<file path="src/rtl/bus_arbiter_if.sv">
// bus_arbiter_if
//   Groups the request/done/grant signals shared between the CPU/DMA side and
//   the bus arbiter.
//   master modport : drives cpu_req, cpu_done, dma_req, dma_done;
//                    observes cpu_gnt, dma_gnt, ade, bus_busy, dma_preempt, hold_cnt
//   slave modport  : the arbiter's view (inputs and outputs reversed)
interface bus_arbiter_if #(
    parameter int CNT_W = 3
);
    logic             cpu_req;
    logic             cpu_done;
    logic             dma_req;
    logic             dma_done;
    logic             cpu_gnt;
    logic             dma_gnt;
    logic             ade;
    logic             bus_busy;
    logic             dma_preempt;
    logic [CNT_W-1:0] hold_cnt;

    modport master (
        output cpu_req, cpu_done, dma_req, dma_done,
        input  cpu_gnt, dma_gnt, ade, bus_busy, dma_preempt, hold_cnt
    );

    modport slave (
        input  cpu_req, cpu_done, dma_req, dma_done,
        output cpu_gnt, dma_gnt, ade, bus_busy, dma_preempt, hold_cnt
    );
endinterface

</file>
<file path="src/rtl/bus_arbiter.sv">
// bus_arbiter
//   Owns the shared address/data bus between the CPU and the DMA engine. Grants
//   one master at a time, drives ade (DMA is bus owner), inserts a one-cycle
//   turnaround between owners and bounds DMA tenure while the CPU is waiting.
//   Ports:
//     i_clk    in   system clock, all logic on posedge
//     i_rst_n  in   synchronous reset, active low
//     io_arb   slave modport of bus_arbiter_if:
//                in  cpu_req, cpu_done, dma_req, dma_done
//                out cpu_gnt, dma_gnt, ade, bus_busy, dma_preempt, hold_cnt
//   All outputs are registered.
//
//   state   | meaning
//   --------+-----------------------------------------------------------
//   S_IDLE  | bus free, arbitrate requests
//   S_CPU   | CPU owns the bus, never preempted
//   S_DMA   | DMA owns the bus, hold_cnt tracks tenure length
//   S_TURN  | one dead cycle between owners, arbitrate like S_IDLE
module bus_arbiter #(
    parameter int HOLD_MAX = 4,
    parameter int CNT_W    = 3
) (
    input  logic          i_clk,
    input  logic          i_rst_n,
    bus_arbiter_if.slave  io_arb
);

    typedef enum logic [1:0] {
        S_IDLE = 2'd0,
        S_CPU  = 2'd1,
        S_DMA  = 2'd2,
        S_TURN = 2'd3
    } state_t;

    localparam logic [CNT_W-1:0] L_HOLD_MAX  = CNT_W'(HOLD_MAX);
    localparam logic [CNT_W-1:0] L_HOLD_LAST = CNT_W'(HOLD_MAX - 1);

    state_t           r_state;
    logic             r_last_dma;     // 1: DMA was the most recent owner
    logic             r_cpu_gnt;
    logic             r_dma_gnt;
    logic             r_bus_busy;
    logic             r_dma_preempt;
    logic [CNT_W-1:0] r_hold_cnt;

    state_t           w_state_nxt;
    logic             w_last_dma_nxt;
    logic             w_preempt_nxt;
    logic             w_cpu_gnt_nxt;
    logic             w_dma_gnt_nxt;
    logic             w_bus_busy_nxt;
    logic [CNT_W-1:0] w_hold_cnt_nxt;

    // State and registered outputs
    always_ff @(posedge i_clk) begin
        if (!i_rst_n) begin
            r_state       <= S_IDLE;
            r_last_dma    <= 1'b0;
            r_cpu_gnt     <= 1'b0;
            r_dma_gnt     <= 1'b0;
            r_bus_busy    <= 1'b0;
            r_dma_preempt <= 1'b0;
            r_hold_cnt    <= '0;
        end else begin
            r_state       <= w_state_nxt;
            r_last_dma    <= w_last_dma_nxt;
            r_cpu_gnt     <= w_cpu_gnt_nxt;
            r_dma_gnt     <= w_dma_gnt_nxt;
            r_bus_busy    <= w_bus_busy_nxt;
            r_dma_preempt <= w_preempt_nxt;
            r_hold_cnt    <= w_hold_cnt_nxt;
        end
    end

    // Next-state logic
    always_comb begin
        w_state_nxt    = r_state;
        w_last_dma_nxt = r_last_dma;
        w_preempt_nxt  = 1'b0;
        case (r_state)
            S_IDLE, S_TURN: begin
                if (io_arb.cpu_req && io_arb.dma_req) begin
                    // Tie goes to whoever did not own the bus last
                    w_state_nxt = r_last_dma ? S_CPU : S_DMA;
                end else if (io_arb.cpu_req) begin
                    w_state_nxt = S_CPU;
                end else if (io_arb.dma_req) begin
                    w_state_nxt = S_DMA;
                end else begin
                    w_state_nxt = S_IDLE;
                end
            end
            S_CPU: begin
                if (io_arb.cpu_done || !io_arb.cpu_req) begin
                    w_state_nxt    = S_TURN;
                    w_last_dma_nxt = 1'b0;
                end
            end
            S_DMA: begin
                // A normal release wins over preemption, so no pulse then.
                // >= so a CPU request arriving after the counter saturated
                // still ends the tenure on the next edge.
                if (io_arb.dma_done || !io_arb.dma_req) begin
                    w_state_nxt    = S_TURN;
                    w_last_dma_nxt = 1'b1;
                end else if (io_arb.cpu_req && (r_hold_cnt >= L_HOLD_LAST)) begin
                    w_state_nxt    = S_TURN;
                    w_last_dma_nxt = 1'b1;
                    w_preempt_nxt  = 1'b1;
                end
            end
            default: begin
                w_state_nxt = S_IDLE;
            end
        endcase
    end

    // Output logic, computed from the next state so outputs can be registered
    always_comb begin
        w_cpu_gnt_nxt  = (w_state_nxt == S_CPU);
        w_dma_gnt_nxt  = (w_state_nxt == S_DMA);
        w_bus_busy_nxt = (w_state_nxt != S_IDLE);
        w_hold_cnt_nxt = '0;
        if ((w_state_nxt == S_DMA) && (r_state == S_DMA)) begin
            w_hold_cnt_nxt = (r_hold_cnt == L_HOLD_MAX) ? r_hold_cnt
                                                        : r_hold_cnt + CNT_W'(1);
        end
    end

    assign io_arb.cpu_gnt     = r_cpu_gnt;
    assign io_arb.dma_gnt     = r_dma_gnt;
    assign io_arb.ade         = r_dma_gnt;
    assign io_arb.bus_busy    = r_bus_busy;
    assign io_arb.dma_preempt = r_dma_preempt;
    assign io_arb.hold_cnt    = r_hold_cnt;

endmodule

</file>
<file path="src/flat_wrapper.sv">
// flat-port wrapper written by rule: the top's interface ports become plain ports
module bus_arbiter_flat 
#(
    parameter int HOLD_MAX = 4,
    parameter int CNT_W    = 3
)
  (i_clk, i_rst_n, io_arb_cpu_req, io_arb_cpu_done, io_arb_dma_req, io_arb_dma_done, io_arb_cpu_gnt, io_arb_dma_gnt, io_arb_ade, io_arb_bus_busy, io_arb_dma_preempt, io_arb_hold_cnt);
  bus_arbiter_if #(.CNT_W(CNT_W)) io_arb_i ();
  input  logic i_clk;
  input  logic i_rst_n;
  input wire logic [$bits(io_arb_i.cpu_req)-1:0] io_arb_cpu_req;
  input wire logic [$bits(io_arb_i.cpu_done)-1:0] io_arb_cpu_done;
  input wire logic [$bits(io_arb_i.dma_req)-1:0] io_arb_dma_req;
  input wire logic [$bits(io_arb_i.dma_done)-1:0] io_arb_dma_done;
  output wire logic [$bits(io_arb_i.cpu_gnt)-1:0] io_arb_cpu_gnt;
  output wire logic [$bits(io_arb_i.dma_gnt)-1:0] io_arb_dma_gnt;
  output wire logic [$bits(io_arb_i.ade)-1:0] io_arb_ade;
  output wire logic [$bits(io_arb_i.bus_busy)-1:0] io_arb_bus_busy;
  output wire logic [$bits(io_arb_i.dma_preempt)-1:0] io_arb_dma_preempt;
  output wire logic [$bits(io_arb_i.hold_cnt)-1:0] io_arb_hold_cnt;
  assign io_arb_i.cpu_req = io_arb_cpu_req;
  assign io_arb_i.cpu_done = io_arb_cpu_done;
  assign io_arb_i.dma_req = io_arb_dma_req;
  assign io_arb_i.dma_done = io_arb_dma_done;
  assign io_arb_cpu_gnt = io_arb_i.cpu_gnt;
  assign io_arb_dma_gnt = io_arb_i.dma_gnt;
  assign io_arb_ade = io_arb_i.ade;
  assign io_arb_bus_busy = io_arb_i.bus_busy;
  assign io_arb_dma_preempt = io_arb_i.dma_preempt;
  assign io_arb_hold_cnt = io_arb_i.hold_cnt;
  bus_arbiter #(.HOLD_MAX(HOLD_MAX), .CNT_W(CNT_W)) u_core (.i_clk(i_clk), .i_rst_n(i_rst_n), .io_arb(io_arb_i));
endmodule
</file>
<file path="config.mk">
export PLATFORM = sky130hd
export DESIGN_NAME = bus_arbiter_flat
export DESIGN_NICKNAME = d
export VERILOG_FILES = /design/src/rtl/bus_arbiter_if.sv /design/src/rtl/bus_arbiter.sv /design/src/flat_wrapper.sv
export SDC_FILE = /design/constraint.sdc
export NUM_CORES = 1
export LEC_CHECK = 0
export ABC_CLOCK_PERIOD_IN_PS = 2500
export CORE_AREA = 2 2 39 41
export DETAILED_ROUTE_END_ITERATION = 8
export DIE_AREA = 0 0 41 43
export PLACE_DENSITY = 0.73
export SYNTH_ARGS = -nofsm -noshare
export SYNTH_HDL_FRONTEND = slang
export SYNTH_SLANG_ARGS = --single-unit
export TNS_END_PERCENT = 100
</file>
<file path="constraint.sdc">
create_clock -name i_clk -period 2.5 [get_ports i_clk]
set_clock_uncertainty 0.1 [all_clocks]
set_input_delay 0.625 -clock i_clk [delete_from_list [all_inputs] [get_ports i_clk]]
set_output_delay 0.625 -clock i_clk [all_outputs]
set_load 0.05 [all_outputs]
</file>
* Word level (Yosys, flattened, before mapping) *
Index checks and enable logic that the tools add are counted.

word-level totals
  bits in registers = 10
  input port bits = 6
  output and inout port bits = 8
  logic and storage cells = 46

cells by class
  mux-type cells = 13
  $lt $le $gt $ge = 1
  reduce and logical (&&, ||, !) cells = 14
  equal/unequal tests = 8
  bitwise operators = 2
  add/sub/neg operators = 1

operators by type and width
  kind                                                                                 count
  2-bit 2-to-1 mux                                                                     7
  2-bit == test, second input constant                                                 3
  2-bit case mux with 3 select lines                                                   1
  2-bit by 1-bit == test with 1-bit output, second input constant                      2
  1-bit 2-to-1 mux                                                                     4
  2-bit nonzero test                                                                   2
  3-bit by 1-bit adder with 3-bit output, second input constant                        1
  3-bit == test, second input constant                                                 1
  3-bit by 2-bit greater-or-equal comparator with 1-bit output, second input constant  1
  1-bit logical AND                                                                    3
  3-bit by 1-bit != test with 1-bit output, second input constant                      1
  3-bit AND reduction                                                                  1
  3-bit OR reduction                                                                   1
  1-bit zero test                                                                      2
  2-bit zero test                                                                      1
  1-bit logical OR                                                                     2
  2-bit by 1-bit != test with 1-bit output, second input constant                      1
  1-bit inverter                                                                       2
  1-bit case mux with 2 select lines                                                   1
  2-bit AND reduction                                                                  1
  2-bit OR reduction                                                                   1

* Longest topological paths before layout *
Gate-level depths: netlist of run 1.

  word-level depth = 8
  mapped depth = 5
  mapped depth without buffers = 5

* Worst setup path after synthesis of run 1 *
No wires, ideal clock.

  kind = register -> register
  start point = reg u_core.r_hold_cnt[0], in the netlist u_core.io_arb.hold_cnt[0]
  end point = reg u_core.r_hold_cnt[0], in the netlist u_core.io_arb.hold_cnt[0]
  arrival = 1.873 ns
  period minus slack after synthesis = 2.088 ns
  data required time = 2.285 ns
  stages on the path, launching flop included = 6
  slack = 0.412 ns
  path through = dfxtp_1 > ha_1 > ha_1 > a211o_1 > a211o_2 > a2111oi_0

on the way
  cells in the longest elaborated chain, start to end = 8

RTL lines
  element                                                       RTL line            RTL
  from (decl)                                                   bus_arbiter.sv:44   logic [CNT_W-1:0] r_hold_cnt;
  from (signal assigned)                                        bus_arbiter.sv:71   r_hold_cnt <= w_hold_cnt_nxt;
  3-bit by 2-bit greater-or-equal comparator with 1-bit output  bus_arbiter.sv:106  end else if (io_arb.cpu_req && (r_hold_cnt >= L_HOLD_LAST)) begin
  1-bit logical AND                                             bus_arbiter.sv:106
  2-bit 2-to-1 mux                                              bus_arbiter.sv:106
  2-bit 2-to-1 mux                                              bus_arbiter.sv:103  if (io_arb.dma_done || !io_arb.dma_req) begin
  2-bit case mux with 3 select lines                            bus_arbiter.sv:80   case (r_state)
  2-bit == test                                                 bus_arbiter.sv:124  if ((w_state_nxt == S_DMA) && (r_state == S_DMA)) begin
  1-bit logical AND                                             bus_arbiter.sv:124
  2-bit AND reduction (no line)                                 -

Parallel ways exist; a longest one is shown, timed or not.
A chain may end at the register's enable or synchronous reset.

* Worst setup path after layout of run 1 *
  start point = reg u_core.r_hold_cnt[0], in the netlist u_core.io_arb.hold_cnt[0]
  end point = out io_arb_hold_cnt[0]

RTL lines
  element    RTL line            RTL
  to (decl)  flat_wrapper.sv:20  output wire logic [$bits(io_arb_i.hold_cnt)-1:0] io_arb_hold_cnt;

No word-level cell between the ends.

==> flow_summary.toml, run 1 <==
[final_layout]
drive_above_1_share_pct = 10.7
seq_area_sq_um = 200
area_delta_synth_final_pct = 30.5
fin_area_sq_um = 723
fin_nets = 88
multi_input_area_sq_um = 309
n_antenna_cell = 0
fill_cells = 146

[floorplanning]
die_w_microns = 41
die_h_microns = 43
die_area_sq_um = 1760
num_rows = 14
initial_core_util_pct = 40.1
fp.coreArea_sq_um = 1380
io_pins = 14

[route]
ant_nets = 0
drc = 0
dr.pass1.iters = 4
routed_via_density = 5.84
wl_per_cell_microns = 13.4
wirelength_microns = 1220
drt-initial-drc-count = 14
vias = 531

[global_route]
antenna_found_initial = 0
grt_overflow = 0
grt_pass1_vias = 528
grt_pass1_wl_microns = 2190
grt_max_degree = 9
grt_usage_pct = 18.7

[worst_setup_path]
crit_family = "buffers and inverters"
critPathSlowestCell = "clkdlybuf4s50_1"
start_kind = "flip-flop"
reg2reg_slack_ns = 0.36
cp.arrival_ns = 1.53
crit_required_ns = 1.77
crit_cells = 1
rr_worst_depth = 5
path_cells = "clkdlybuf4s50_1"
worst-path-max-fanout = 5
crit_buf_inv = 1
crit_type = "reg2out"
slowest_delay_ns = 0.85
end_kind = "primary output"

[synth]
ys_seq_area_share_pct = 36.1
syn_nets = 70
synth_area_per_cell_sq_um = 9.39
synth_cell_types = 30
synth_top_area_share_pct = 36.1
ys_warn_count = 0
yosys-top-cells-count = "dfxtp_1 (10), inv_1 (7), ha_1 (5)"
synthFlopType = "dfxtp_1"
synth-edff-count = 0
yosysMostFrequentCell = "dfxtp_1"
syn_area_sq_um = 554
synthesis.instances = 59
synthArstFlopShare_pct = 0
synthTopCellsByArea = "dfxtp_1 (36%), ha_1 (11%), a211oi_1 (5.4%), inv_1 (4.7%), a2111oi_0 (3.2%)"
synth_top_area_cell = "dfxtp_1"
synth-seq-cells = 10

[sta]
setup_viol = 0
rsz0062_at_grt = "no"
hold_violations = 0
finalWorstPathRequiredPeriod_ns = 2.25
period_share_pct = 90.1
tightest_slew_ns = 0.504
slew_headroom_pct = 66.3
finalWorstSetupSlack_ns = 0.247
slew_viol_final = 0
max_freq_ghz = 0.444
fin_setup_tns_ns = 0

[clock_tree]
cts-root-to-sink-buffers = 2
cts_hold_buf = 0
cts_max_level = 1
cts_sinks = 10
insertion_delay_ns = 0.26
cts_buffers = 3
cts_root_buffer = "clkbuf_4"
tritoncts = "built"
clkTransAtPathRegs_ns = 0.06
cts.repair.resized = 0
post_cts_buffers = 0

[place]
place_hpwl_microns = 925
gp_congestion = 0.839
pre_cts_ws_ns = 0.172
io_buffers = 13
place_area_sq_um = 701

[status]
outcome = "complete, no violations"

[pwr]
total_power_mw = 0.815
p_leak_nw = 0.280
p_per_area_nw_per_um2 = 1130
ir_drop_mv = 0.518

[worst_hold_path]
hp-class = "reg2reg"
min_path_cells = 2

[flow_run]
drv_cap = 0
[area by class of cell]
cell class,instances,share of cell area [%]
tap,16,2.77
multi-input combinational,40,42.7
inverter,7,3.63
timing repair buffer,15,20.1
clock buffer,3,3.11
sequential,10,27.7
[metrics by stage]
stage	hold WS [ns]	utilization [%]	std cells
after detailed placement	0.467	50.6	88
after CTS	0.474	52.3	91
after floorplan	0.414	-	59
after global placement	0.437	50.6	88
after global routing	0.505	52.3	91
final	0.465	52.3	91
[where the power goes]
group | internal (mW) | switching (mW)
registers | 0.205 | 0.0287
clock network | 0.0555 | 0.0526
logic | 0.187 | 0.286
total | 0.448 | 0.367
[logic make-up after synthesis]
logic type / count (synthesis) / synth area share, %
xor gates and xnor gates: 1 / 1.58
AOI/OAI and AO/OA: 16 / 23.3
muxes: 1 / 1.81
adders and majority gates: 5 / 11.3
DFF: 10 / 36.1
buffers and inverters: 9 / 8.13
and+or+nand+nor: 17 / 17.8
[worst paths after layout]
check,from,end
min reg2reg,u_core.r_last_dma,u_core.r_last_dma
max,u_core.io_arb.hold_cnt[0],io_arb_hold_cnt[0]
max reg2reg,u_core.r_state[0],u_core.io_arb.hold_cnt[1]
min,u_core.r_last_dma,u_core.r_last_dma
[per-layer routing]
layer  share of wire (%)  global-route usage [%]  routed length, microns  up-vias
li1                    -                       -                       -      251
met1                  38                    20.8                     468      248
met2                  49                    30.6                     601       27
met3                 9.2                    4.71                     112        5
met4                 3.0                    10.0                      37        0
met5                   0                       0                       0        -
[placed cells by master (no fill, tap or decap), drive strengths merged]
master / count
a211oi: 4
or3: 1
o32ai: 1
ha: 5
nor3b: 1
and2: 1
a31o: 1
a2111oi: 2
xnor2: 1
a21o: 1
nand2b: 2
buf: 2
o21ba: 1
a21oi: 2
or3b: 1
clkdlybuf4s50: 13
mux2i: 1
dfxtp: 10
and4: 1
nor2b: 1
a222oi: 1
nor4: 1
nor3: 2
inv: 7
nand2: 4
o31ai: 1
nand3b: 1
clkbuf: 3
nor2: 1
a211o: 2
[registers in the layout (all words and copies together), names as in the netlist]
register                   flops
u_core.io_arb.hold_cnt         3
u_core.io_arb.dma_preempt      1
u_core.io_arb.cpu_gnt          1
u_core.io_arb.bus_busy         1
u_core.r_state                 2
u_core.r_last_dma              1
u_core.io_arb.ade              1
(Power assumes the default switching activity.)
==> inputs of run 2 (changes only) <==
Settings changed: SLEW_MARGIN set to 20.
==> results of run 2 <==
Final layout, timing and power as in run 1 (identical DEF).
==> inputs of run 3 (changes only) <==
Settings changed: CTS_CLUSTER_SIZE set to 14.
==> results of run 3 <==
Final layout, timing and power as in run 1 (identical DEF).
